File: config.mk
export PLATFORM = sky130hd
export DESIGN_NAME = axil_reg_slave
export DESIGN_NICKNAME = d
export VERILOG_FILES = /design/src/rtl/axil_reg_slave.sv
export SDC_FILE = /design/constraint.sdc
export NUM_CORES = 1
export LEC_CHECK = 0
export CORE_ASPECT_RATIO = 1.5
export CORE_MARGIN = 2
export CORE_UTILIZATION = 30
export CTS_BUF_LIST = sky130_fd_sc_hd__clkbuf_2 sky130_fd_sc_hd__clkbuf_4 sky130_fd_sc_hd__clkbuf_8
export DETAILED_ROUTE_END_ITERATION = 6
export PLACE_DENSITY_LB_ADDON = 0.12
export SYNTH_ARGS = -nofsm -noshare
export SYNTH_HDL_FRONTEND = slang
export SYNTH_SLANG_ARGS = --single-unit
File: constraint.sdc
create_clock -name clk_i -period 3.74 [get_ports clk_i]
set_input_delay 0.374 -clock clk_i [delete_from_list [all_inputs] [get_ports clk_i]]
set_output_delay 0.374 -clock clk_i [all_outputs]
set_load 0.03 [all_outputs]
File: src/rtl/axil_reg_slave.sv
// axil_reg_slave: AXI4-Lite responder exposing NUM_REGS 32-bit R/W registers, mirrored in parallel on regs_o.
// Ports: clk_i/rst_i (sync active-high); AW/W/B write channels; AR/R read channels; regs_o (reg k at [k*32 +: 32]).
// Optional macro AXIL_REG_SLVERR_EN: out-of-range accesses answer SLVERR (2'b10) instead of OKAY.
module axil_reg_slave #(
  parameter int ADDR_WIDTH = 32,
  parameter int DATA_WIDTH = 32,
  parameter int NUM_REGS = 16,
  parameter logic [ADDR_WIDTH-1:0] BASE_ADDR = '0,
  parameter logic [DATA_WIDTH-1:0] RESET_VAL = '0
) (
  input  logic                           clk_i,
  input  logic                           rst_i,
  input  logic [ADDR_WIDTH-1:0]          s_awaddr_i,
  input  logic                           s_awvalid_i,
  output logic                           s_awready_o,
  input  logic [DATA_WIDTH-1:0]          s_wdata_i,
  input  logic [DATA_WIDTH/8-1:0]        s_wstrb_i,
  input  logic                           s_wvalid_i,
  output logic                           s_wready_o,
  output logic [1:0]                     s_bresp_o,
  output logic                           s_bvalid_o,
  input  logic                           s_bready_i,
  input  logic [ADDR_WIDTH-1:0]          s_araddr_i,
  input  logic                           s_arvalid_i,
  output logic                           s_arready_o,
  output logic [DATA_WIDTH-1:0]          s_rdata_o,
  output logic [1:0]                     s_rresp_o,
  output logic                           s_rvalid_o,
  input  logic                           s_rready_i,
  output logic [NUM_REGS*DATA_WIDTH-1:0] regs_o
);
  localparam int IW = NUM_REGS > 1 ? $clog2(NUM_REGS) : 1;
  localparam logic [ADDR_WIDTH-1:0] NREGS = ADDR_WIDTH'(NUM_REGS);
  localparam logic [0:0] WR_IDLE = 1'b0, WR_RESP = 1'b1;
  localparam logic [0:0] RD_IDLE = 1'b0, RD_DATA = 1'b1;
`ifdef AXIL_REG_SLVERR_EN
  localparam logic [1:0] RESP_OOR = 2'b10;
`else
  localparam logic [1:0] RESP_OOR = 2'b00;
`endif
  logic [DATA_WIDTH-1:0]   r_regs [NUM_REGS];
  logic [0:0]              r_wr_state;
  logic                    r_awready, r_wready, r_bvalid;
  logic [1:0]              r_bresp;
  logic [ADDR_WIDTH-1:0]   r_awaddr;
  logic [DATA_WIDTH-1:0]   r_wdata;
  logic [DATA_WIDTH/8-1:0] r_wstrb;
  logic [0:0]              r_rd_state;
  logic                    r_arready, r_rvalid;
  logic [1:0]              r_rresp;
  logic [DATA_WIDTH-1:0]   r_rdata;
  logic [ADDR_WIDTH-1:0]   w_aw_idx, w_ar_idx;
  logic                    w_aw_hit, w_ar_hit, w_commit;
  assign w_aw_idx = (r_awaddr - BASE_ADDR) >> 2;
  assign w_ar_idx = (s_araddr_i - BASE_ADDR) >> 2;
  assign w_aw_hit = r_awaddr >= BASE_ADDR && w_aw_idx < NREGS;
  assign w_ar_hit = s_araddr_i >= BASE_ADDR && w_ar_idx < NREGS;
  // A dropped ready means that half of the write has been latched.
  assign w_commit = r_wr_state == WR_IDLE && !r_awready && !r_wready;
  always_ff @(posedge clk_i) begin
    if (rst_i) begin
      r_wr_state <= WR_IDLE;
      r_awready  <= 1'b1;
      r_wready   <= 1'b1;
      r_bvalid   <= 1'b0;
      r_bresp    <= 2'b00;
      r_awaddr   <= '0;
      r_wdata    <= '0;
      r_wstrb    <= '0;
    end else begin
      if (r_awready && s_awvalid_i) begin
        r_awaddr  <= s_awaddr_i;
        r_awready <= 1'b0;
      end
      if (r_wready && s_wvalid_i) begin
        r_wdata  <= s_wdata_i;
        r_wstrb  <= s_wstrb_i;
        r_wready <= 1'b0;
      end
      if (w_commit) begin
        r_bvalid   <= 1'b1;
        r_bresp    <= w_aw_hit ? 2'b00 : RESP_OOR;
        r_wr_state <= WR_RESP;
      end
      if (r_wr_state == WR_RESP && s_bready_i) begin
        r_bvalid   <= 1'b0;
        r_awready  <= 1'b1;
        r_wready   <= 1'b1;
        r_wr_state <= WR_IDLE;
      end
    end
  end
  always_ff @(posedge clk_i) begin
    if (rst_i) begin
      for (int k = 0; k < NUM_REGS; k++) r_regs[k] <= RESET_VAL;
    end else if (w_commit && w_aw_hit) begin
      for (int b = 0; b < DATA_WIDTH/8; b++)
        if (r_wstrb[b]) r_regs[w_aw_idx[IW-1:0]][b*8 +: 8] <= r_wdata[b*8 +: 8];
    end
  end
  // Capture uses the pre-edge array, so a same-edge write is not yet visible.
  always_ff @(posedge clk_i) begin
    if (rst_i) begin
      r_rd_state <= RD_IDLE;
      r_arready  <= 1'b1;
      r_rvalid   <= 1'b0;
      r_rresp    <= 2'b00;
      r_rdata    <= '0;
    end else if (r_rd_state == RD_IDLE && r_arready && s_arvalid_i) begin
      r_arready  <= 1'b0;
      r_rvalid   <= 1'b1;
      r_rdata    <= w_ar_hit ? r_regs[w_ar_idx[IW-1:0]] : '0;
      r_rresp    <= w_ar_hit ? 2'b00 : RESP_OOR;
      r_rd_state <= RD_DATA;
    end else if (r_rd_state == RD_DATA && s_rready_i) begin
      r_rvalid   <= 1'b0;
      r_arready  <= 1'b1;
      r_rd_state <= RD_IDLE;
    end
  end
  for (genvar k = 0; k < NUM_REGS; k++) begin : g_regs
    assign regs_o[k*DATA_WIDTH +: DATA_WIDTH] = r_regs[k];
  end
  assign s_awready_o = r_awready;
  assign s_wready_o  = r_wready;
  assign s_bvalid_o  = r_bvalid;
  assign s_bresp_o   = r_bresp;
  assign s_arready_o = r_arready;
  assign s_rvalid_o  = r_rvalid;
  assign s_rdata_o   = r_rdata;
  assign s_rresp_o   = r_rresp;
endmodule

==> metrics, run 1 <==
main combinational cell family by area after synthesis=simple AND/OR/NAND/NOR gates; M3 GR Usage=7.35%; detailed placement HPWL=84.5 mm; DRC Markers=0; Mapped Avg Cell Area=13.3 um2; Yosys top cell area share=58.6%; clk_lat worst skew=790 ps; die area=89900 um2; Die Ht=about 370 um; Starting Density=between 30% and 40%; post-synth cell types=34; Resized cells post-CTS=0; pins over their slew limit=0; # setup viols final=0; Critical Path AT=3220 ps; Required @ worst endpoint=a little over 4000 ps; post-route setup TNS=0 ps; Power Density=about 450 nW/um2; placed cell areas=34200 um2; Final Hold Fails=0; status=finished, final reports clean; area grow syn2layout=38.7%; Post-layout nets=2749; XOR/XNOR share of the synthesized area=0%; CTS Buf Count=100; yosys warns=0; initial antenna violation count=14; layout cell share with drive strength beyond 1=15.6%; multiplexer share of the synthesized area=11.0%; Clock Path Buffers=3; Synth Flop Type=edfxtp_1; reg2reg setup slack=910 ps; site row count=between 100 and 150; Setup crit start kind=flip-flop; Post-Syn Area=26200 um2; most frequent cell after synthesis=nor2_1; CTS tree=yes; Routed WL per cell=just under 30 um; Post-synth top cells=nor2_1 (529), edfxtp_1 (512), nand2_1 (214); RSZ-0062 raised after global routing=no; #FFs+latches synth=615; Core Util, Final=42.1%; Ports=660; drt pass-1 iters=5; CP endpoint kind=flip-flop; final clock skew=48.9 ps; Seq/Total Area, Yosys=66.4%; Crit Path Category=flip-flop to flip-flop; final WL=about 110 mm; WHS Path Cells=2; R2R depth=4; relative slew slack=33.3%; via count=19500; Post-Synth Simple-Gate Area=13.2%; Adder-Cell Fraction of Synth Area=0%; number of global-route vias before repair=20500; gpl congestion=0.846; Compound-Gate Fraction of Synth Area=6.28%; worst hold path type=input port to flip-flop; fmax=approximately 350 MHz; Max IR drop VDD=260 uV; Worst Hold Path EP=r_wdata[5]$_SDFFE_PP0P_; CP max FO=12; Synth area leaders=edfxtp_1 (59%), mux4_2 (11%), dfxtp_1 (7.9%); Die Wd=246 um; count of antenna-violating nets left after detailed routing=0; port bufs=651; M2 GR Usage=43.1%; fin area=36400 um2; Setup Fix Bufs, Post-CTS=0; largest net degree at the start of global routing=48; grt met1 use=27.5%; Core Area=roughly 87000 um2; worst-margin pin slew=around 1000 ps; Synth area leader=edfxtp_1; clock-pin slew on the worst setup and hold paths=60 ps; H-Tree Level Count=3; R2R Path End=r_regs[7][18]$_SDFFCE_PN0P_; Worst Hold Launch=rst_i; Final period util=75.7%; EDFF count, synth=512; max-cap viol count=0; Synth async-reset ratio=0%; Clock Sinks=approximately 620; global route overflow=0; Min Clock Period, post-route=2830 ps; Static Leak=12.3 nW; initial DRC count=1420; aggregate global-route resource usage=about a quarter; Mapped Cells=1980; worst r2r src=s_wready_o$_SDFFE_PP1P_; grt peak-use layer=met2; first-pass GRT wire length=roughly 160 mm; hold_buf cts=0; Via density=5.05; Clock Root Buffer=clkbuf_8
-- sequential cells by signal, summed over array words and instances, names as in the netlist --
register	count
r_awaddr	30
s_rdata_o	32
s_arready_o	1
r_regs	512
s_awready_o	1
s_rvalid_o	1
s_wready_o	1
r_wdata	32
r_wstrb	4
s_bvalid_o	1
-- placed cells by master (no fill, tap or decap), types with 3 or more instances in the layout --
cell             instances
clkdlybuf4s50_1        648
o21bai_1                40
clkbuf_4                30
nor2b_1                  7
nand2b_1                 5
nor2_1                 526
buf_4                   82
nor4_4                   3
diode_2                  7
nor3_1                   8
mux4_2                 128
bufinv_16                7
a21oi_1                 69
and2_1                   3
or4_4                    3
clkinvlp_4               6
o21bai_2                12
inv_1                    4
nand2_1                213
clkinv_1                17
nand4_4                 10
a22oi_1                 64
buf_12                   6
and3_1                   4
nor4_1                  10
a22o_1                  32
conb_1                   4
a21o_1                  12
clkbuf_8               113
dfxtp_1                103
nor2_4                   3
edfxtp_1               512
nor4_2                   3
nand4_1                  9
nand3_1                  4
clkinv_2                 7
-- cell type report --
class                   instances  area [um2]
fillers                      8220       50100
flip-flops and latches        615       17400
multi-input cells            1183        8080
repair buffers                738        7250
clock buffers                 143        1780
well taps                    1139        1430
clock inverters                41         402
diodes                          7        17.5
inverters                       4        15.0
-- through the flow --
| step | hold slack, ps | power (mW) | setup slack [ps] | std cells |
|---|---|---|---|---|
| after floorplan | 436 | 8.95 | 1360 | 1983 |
| after global placement | 444 | 9.89 | 899 | 3679 |
| after detailed placement | 447 | 9.90 | 830 | 3679 |
| after CTS | 14.6 | 16.4 | 844 | 3863 |
| after global routing | 103 | 16.8 | 758 | 3869 |
| final | 101 | 16.2 | 910 | 3870 |
-- where the power goes --
group | internal, mW | switching, mW
clock | 3.57 | 2.91
sequential | 7.64 | 0.210
combinational | 0.755 | 1.14
-- cells by family (layout without fill, tap and decap cells) --
kind of cell | Yosys count | count (layout)
buf+inv | 185 | 926
flops | 615 | 615
other cells | 1 | 11
simple gates | 819 | 819
mux | 128 | 128
compound gates | 232 | 232
-- worst max path at each step --
stage / startpoint / endpoint / slack, ps / cells past startpoint
after detailed placement: s_wready_o$_SDFFE_PP1P_ / r_regs[3][11]$_SDFFCE_PN0P_ / 830 / 4
after CTS: s_wready_o$_SDFFE_PP1P_ / r_regs[3][15]$_SDFFCE_PN0P_ / 840 / 4
after global routing: s_wready_o$_SDFFE_PP1P_ / r_regs[3][13]$_SDFFCE_PN0P_ / 760 / 4
final: s_wready_o$_SDFFE_PP1P_ / r_regs[7][18]$_SDFFCE_PN0P_ / 910 / 4
after global placement: s_wready_o$_SDFFE_PP1P_ / r_regs[3][11]$_SDFFCE_PN0P_ / 900 / 4
after floorplan: s_bvalid_o$_SDFFE_PP0P_ / r_regs[10][0]$_SDFFCE_PN0P_ / 1360 / 5
-- layer usage --
layer | wire length [um] | vias up
li1 | - | 8522
met1 | 40800 | 9860
met2 | 57600 | 935
met3 | 9920 | 204
met4 | 5330 | 10
met5 | 66 | -
-- worst max-delay path, stage by stage (launching register included) --
cell and delay, ps:
dfxtp_1 350, nor3_1 380, nand2_1 300, or4_4 790, o21bai_2 640
No activity file was read; power rests on OpenSTA's default activity.
==> inputs of run 2 (changes only) <==
clock period = 2.6 ns   (was 3.74 ns; I/O delays follow)
==> metrics, run 2 (synthesis results as in run 1) <==
die area=89900 um2 (unchanged); first-pass GRT wire length=159 mm (+1.1%); max incr delay on CP=790 ps (about the same); CTS tree=yes; final WL=114 mm (+0.59%); site row count=132 (unchanged); RSZ-0062 raised after global routing=no; CP max FO=12 (unchanged); worst r2r src=r_awaddr[25]$_SDFFE_PP0P_; Core Area=86500 um2 (unchanged); pins over their slew limit=0 (unchanged); Clock Root Buffer=clkbuf_8; met1 WL=41.8 mm (+2.5%); post-route setup TNS=0 ps (unchanged); Tot Pwr=23.0 mW (+42%); met3 wire length=9.43 mm (-5.0%); CP endpoint kind=flip-flop; H-Tree Level Count=3 (unchanged); CP cell instances=nor4_4 -> nand4_2 -> or4_4 -> o21bai_1 -> buf_4; Min Clock Period, post-route=2480 ps (-348 ps); Ports=660 (unchanged); met2 wire length=58.9 mm (+2.3%); Power Density=618 nW/um2 (+39%); largest net degree at the start of global routing=41 (-15%); layout cell share with drive strength beyond 1=18.4% (+2.8 points); fmax=403 MHz (+14%); DRC Markers=0 (unchanged); number of global-route vias before repair=20800 (+1.2%); max-cap viol count=0 (unchanged); Resized cells post-CTS=0 (unchanged); status=finished, final reports clean; worst hold path type=input port to flip-flop; Critical-path top delay cell=or4_4; Worst Hold Launch=s_wdata_i[4]; Setup crit start kind=flip-flop; Clock Sinks=615 (unchanged); Required @ worst endpoint=3020 ps (-1100 ps); Final Hold Fails=0 (unchanged); Final period util=95.5% (+20 points); commonest non-fill, non-tap cell in the layout=clkdlybuf4s50_1; # fillers=8215 (-0.061%); Die Ht=366 um (unchanged); Static Leak=12.7 nW (+3.9%); area grow syn2layout=41.8%; Die Wd=246 um (unchanged); Highest Signal Layer=met5; Crit. Startpoint=r_awaddr[25]$_SDFFE_PP0P_; global route overflow=0 (unchanged); detailed placement HPWL=87.4 mm (+3.5%); initial antenna violation count=15 (+1); worst-margin pin slew=1030 ps (+26.6 ps); final clock skew=53.0 ps (+4.11 ps); Critical Path AT=2900 ps (-320 ps); drt pass-1 iters=5 (unchanged); Via density=5.04 (-0.12%); Clock Path Buffers=3 (unchanged); # setup viols final=0 (unchanged); largest reg by FF count=r_regs; Post-layout nets=2844 (+3.5%); aggregate global-route resource usage=25.0% (+0.048 points); CTS Buf Count=100 (unchanged); commonest non-fill, non-tap cells in the layout=clkdlybuf4s50_1 (648), nor2_1 (526), edfxtp_1 (512); port bufs=651 (unchanged); Largest register FFs=512 (unchanged); Starting Density=30.3% (unchanged); Crit Path Category=flip-flop to flip-flop; count of antenna-violating nets left after detailed routing=0 (unchanged); gpl congestion=0.849 (+0.27%); clk_lat worst skew=740 ps (-50 ps); initial DRC count=1576 (+11%); relative slew slack=31.3% (-1.9 points); via count=20000 (+2.5%); Routed WL per cell=28.8 um (-2.0%); Max IR drop VDD=392 uV (+51%); clock-pin slew on the worst setup and hold paths=70 ps (about the same)
[run 2: cell types whose count changed in the layout (fill, tap and decap cells not counted), moves of 2 or more]
cell / change
clkbuf_8: -10
diode_2: +3
buf_4: +78
inv_6: +4
clkinv_1: +4
buf_12: +16
inv_8: -2
clkinvlp_4: -4
clkinv_2: +10
[run 2: layout make-up]
cell class / instances / area, um2 / share of cell area (%)
flip-flops and latches: 615 / 17400 / 46.8
repair buffers: 833 / 8160 / 21.9
multi-input cells: 1183 / 8080 / 21.7
clock buffers: 134 / 1650 / 4.43
well taps: 1139 / 1430 / 3.83
clock inverters: 53 / 428 / 1.15
diodes: 10 / 25.0 / 0.0672
inverters: 4 / 15.0 / 0.0403
[run 2: worst paths after layout]
path	endpoint	slack, ps	cells after the start
setup / recovery	r_regs[9][1]$_SDFFCE_PN0P_	120	5
hold / removal	r_wdata[4]$_SDFFE_PP0P_	100	3
setup reg to reg	r_regs[9][1]$_SDFFCE_PN0P_	120	5
hold reg to reg	r_wdata[26]$_SDFFE_PP0P_	460	2
[run 2: what timing repair did]
| action | in CTS | in global routing |
|---|---|---|
| hold endpoints to repair | 9 | 0 |
| hold buffers | 1 | 0 |
| buffers inserted | 0 | 2 |
| setup endpoints to repair | 0 | 18 |
[run 2: power by group]
group          internal (mW)  switching [mW]  leakage, nW
Clock                   4.77            4.12         1.10
Sequential              11.0           0.323         6.11
Combinational           1.17            1.64         5.52
Total                   16.9            6.09         12.7
[run 2: layer usage]
layer	track usage (%)	up-vias
met4	9.98	14
met5	0	-
met2	44.0	1007
met1	28.7	10100
li1	-	8727
met3	6.34	196
[run 2: through the flow]
stage | instances | utilization, % | hold WS (ps) | area (um2) | setup WS (ps)
2_1_floorplan | 1983 | - | 360 | 26300 | 216
3_3_place_gp | 3771 | 40.5 | 443 | 35100 | 107
3_5_place_dp | 3771 | 40.5 | 447 | 35100 | 47.3
4_1_cts | 3959 | 42.9 | 22.1 | 37200 | 19.0
5_1_grt | 3968 | 43.0 | 63.0 | 37200 | 4.02
6_report | 3971 | 43.0 | 101 | 37200 | 117
[run 2: worst max-delay path, delay by kind of cell, from the launching register on]
| kind | cells | cell delay [ps] |
|---|---|---|
| AOI/OAI and AO/OA | 1 | 280 |
| buffers and inverters | 1 | 200 |
| DFF | 1 | 330 |
| and+or+nand+nor | 3 | 1370 |
==> inputs of run 3 (changes only) <==
CORE_UTILIZATION = 36   (was 30)
==> metrics, run 3 (synthesis results as in run 1) <==
status=finished, final reports clean; H-Tree Level Count=3 (unchanged); grt peak-use layer=met2; register area=17400 um2 (unchanged); post-route setup TNS=0 ps (unchanged); clk_lat worst skew=720 ps (-20 ps); # fillers=6374 (-22%); CP max FO=8 (-4); relative slew slack=31.0% (-0.35 points); Largest register FFs=512 (unchanged); final WL=110 mm (-3.4%); Routed WL per cell=29.6 um (+2.7%); Max IR drop VDD=379 uV (-3.3%); multi-input logic area=8080 um2 (about the same); Ports=660 (unchanged); Clock Path Buffers=3 (unchanged); grt met1 use=33.8% (+5.1 points); Sw Pwr=5.95 mW (-2.2%); max incr delay on CP=670 ps (-120 ps); Clock Root Buffer=clkbuf_8; Critical Path AT=2860 ps (-40 ps); die area=75100 um2 (-16%); WHS Path Cells=3 (unchanged); R2R Path End=r_regs[7][3]$_SDFFCE_PN0P_; M2 GR Usage=50.8% (+6.8 points); Min Clock Period, post-route=2450 ps (-30.5 ps); Die Ht=335 um (-8.6%); Final period util=94.3% (-1.2 points); largest reg by FF count=r_regs; reg2reg setup slack=150 ps (+30 ps); Final Hold Fails=0 (unchanged); Crit Path Category=flip-flop to flip-flop; worst r2r src=r_awaddr[30]$_SDFFE_PP0P_; clock-pin slew on the worst setup and hold paths=70 ps (about the same); layout cell share with drive strength beyond 1=18.6% (+0.20 points); initial DRC count=1900 (+21%); Tot Pwr=22.7 mW (-1.5%); Starting Density=36.3% (+5.9 points); final clock skew=26.4 ps (-26.6 ps); Required @ worst endpoint=3000 ps (-20 ps); Static Leak=12.7 nW (-0.53%); CP cell instances=nor4_1 -> nand2_1 -> or4_4 -> buf_12 -> o21bai_1 -> buf_4; power share of the sequential group=49.9% (+0.7 points); global route overflow=0 (unchanged); Worst Hold Launch=s_wdata_i[12]; fin area=36800 um2 (-1.2%); area grow syn2layout=40.1%; count of antenna-violating nets left after detailed routing=0 (unchanged); Switching Fraction=26.3% (-0.18 points); Internal=16.7 mW (-1.2%); Power Density=617 nW/um2 (-0.29%); gpl congestion=0.939 (+11%); CTS Buf Count=94 (-6.0%); M3 GR Usage=6.49% (+0.16 points); pins over their slew limit=0 (unchanged); Die Wd=224 um (-8.6%); number of global-route vias before repair=20500 (-1.2%); detailed placement HPWL=83.3 mm (-4.7%); clock share of power=37.7% (-0.9 points); Via density=5.44 (+8.0%); largest net degree at the start of global routing=35 (-15%); CP endpoint kind=flip-flop; aggregate global-route resource usage=29.0% (+4.0 points); drt pass-1 iters=5 (unchanged); initial antenna violation count=10 (-5); Worst Hold Path EP=r_wdata[12]$_SDFFE_PP0P_; port bufs=651 (unchanged); R2R depth=6 (+1); via count=20300 (+1.5%); Setup crit start kind=flip-flop; first-pass GRT wire length=153 mm (-3.8%); Post-layout nets=2833 (-0.39%); commonest non-fill, non-tap cells in the layout=clkdlybuf4s50_1 (648), nor2_1 (526), edfxtp_1 (512); Core Area=72400 um2 (-16%); CTS tree=yes; RSZ-0062 raised after global routing=no; Crit. Startpoint=r_awaddr[30]$_SDFFE_PP0P_; DRC Markers=0 (unchanged); Clock Sinks=615 (unchanged); worst hold path type=input port to flip-flop; worst-margin pin slew=1030 ps (+5.21 ps); site row count=121 (-8.3%); placed cell areas=34700 um2 (-0.95%); # setup viols final=0 (unchanged); Critical-path top delay cell=or4_4; Logic pwr share=12.4% (+0.2 points); commonest non-fill, non-tap cell in the layout=clkdlybuf4s50_1; max-cap viol count=0 (unchanged); fmax=408 MHz (+1.2%)
[run 3: cell count changes in the layout (fill, tap and decap cells not counted), moves of 2 or more]
cell,change
clkbuf_8,+3
clkinvlp_4,+2
buf_12,-4
clkbuf_4,+5
bufinv_16,-3
clkinv_1,-17
clkinv_4,-2
diode_2,-6
clkinv_2,+3
[run 3: worst max-delay path by stage]
stage / cells after the start / slack [ps] / to
3_5_place_dp: 6 / 110 / r_regs[7][3]$_SDFFCE_PN0P_
3_3_place_gp: 6 / 160 / r_regs[7][3]$_SDFFCE_PN0P_
4_1_cts: 6 / 80 / r_regs[7][3]$_SDFFCE_PN0P_
5_1_grt: 6 / 60 / r_regs[7][5]$_SDFFCE_PN0P_
2_1_floorplan: 5 / 220 / r_regs[10][0]$_SDFFCE_PN0P_
6_report: 6 / 150 / r_regs[7][3]$_SDFFCE_PN0P_
[run 3: timing repair]
action,in CTS,in global routing
hold buffers,1,0
buffers inserted,0,0
setup endpoints to repair,0,16
resized for setup,0,1
endpoints found under the hold margin,15,0
[run 3: critical path, delay by kind of cell, from the launching register on]
family,cells,cell delay [ps]
compound gates,1,140
buf+inv,2,420
simple gates,3,1260
flops,1,310
[run 3: power by group through the flow]
stage	clock, mW	combinational, mW	sequential (mW)
finish	8.56	2.81	11.3
floorplan	0	0.919	11.9
detailed placement	0	2.82	11.5
CTS	8.70	2.83	11.3
global placement	0	2.80	11.5
global route	9.11	2.93	11.3
[run 3: final cells by class]
type | count | area share (%)
antenna | 4 | 0.0272
clock buffer | 141 | 4.66
clock inverter | 36 | 0.779
inverter | 4 | 0.0408
multi-input combinational | 1183 | 22.0
sequential | 615 | 47.4
tap | 922 | 3.14
timing repair buffer | 828 | 22.0
[run 3: per-stage QoR]
step / instances / hold slack (ps) / utilization (%) / setup slack (ps)
detailed placement: 3551 / 448 / 48.0 / 108
CTS: 3729 / 25.5 / 50.8 / 84.0
global placement: 3551 / 445 / 48.0 / 156
floorplan: 1983 / 360 / - / 216
global route: 3733 / 83.7 / 50.8 / 55.9
finish: 3733 / 97.2 / 50.8 / 148
[run 3: per-layer routing]
metal,vias up,share of wire (%)
met5,-,0.051
met4,10,4.4
met3,217,8.7
met2,1190,51
met1,10200,36
li1,8675,-
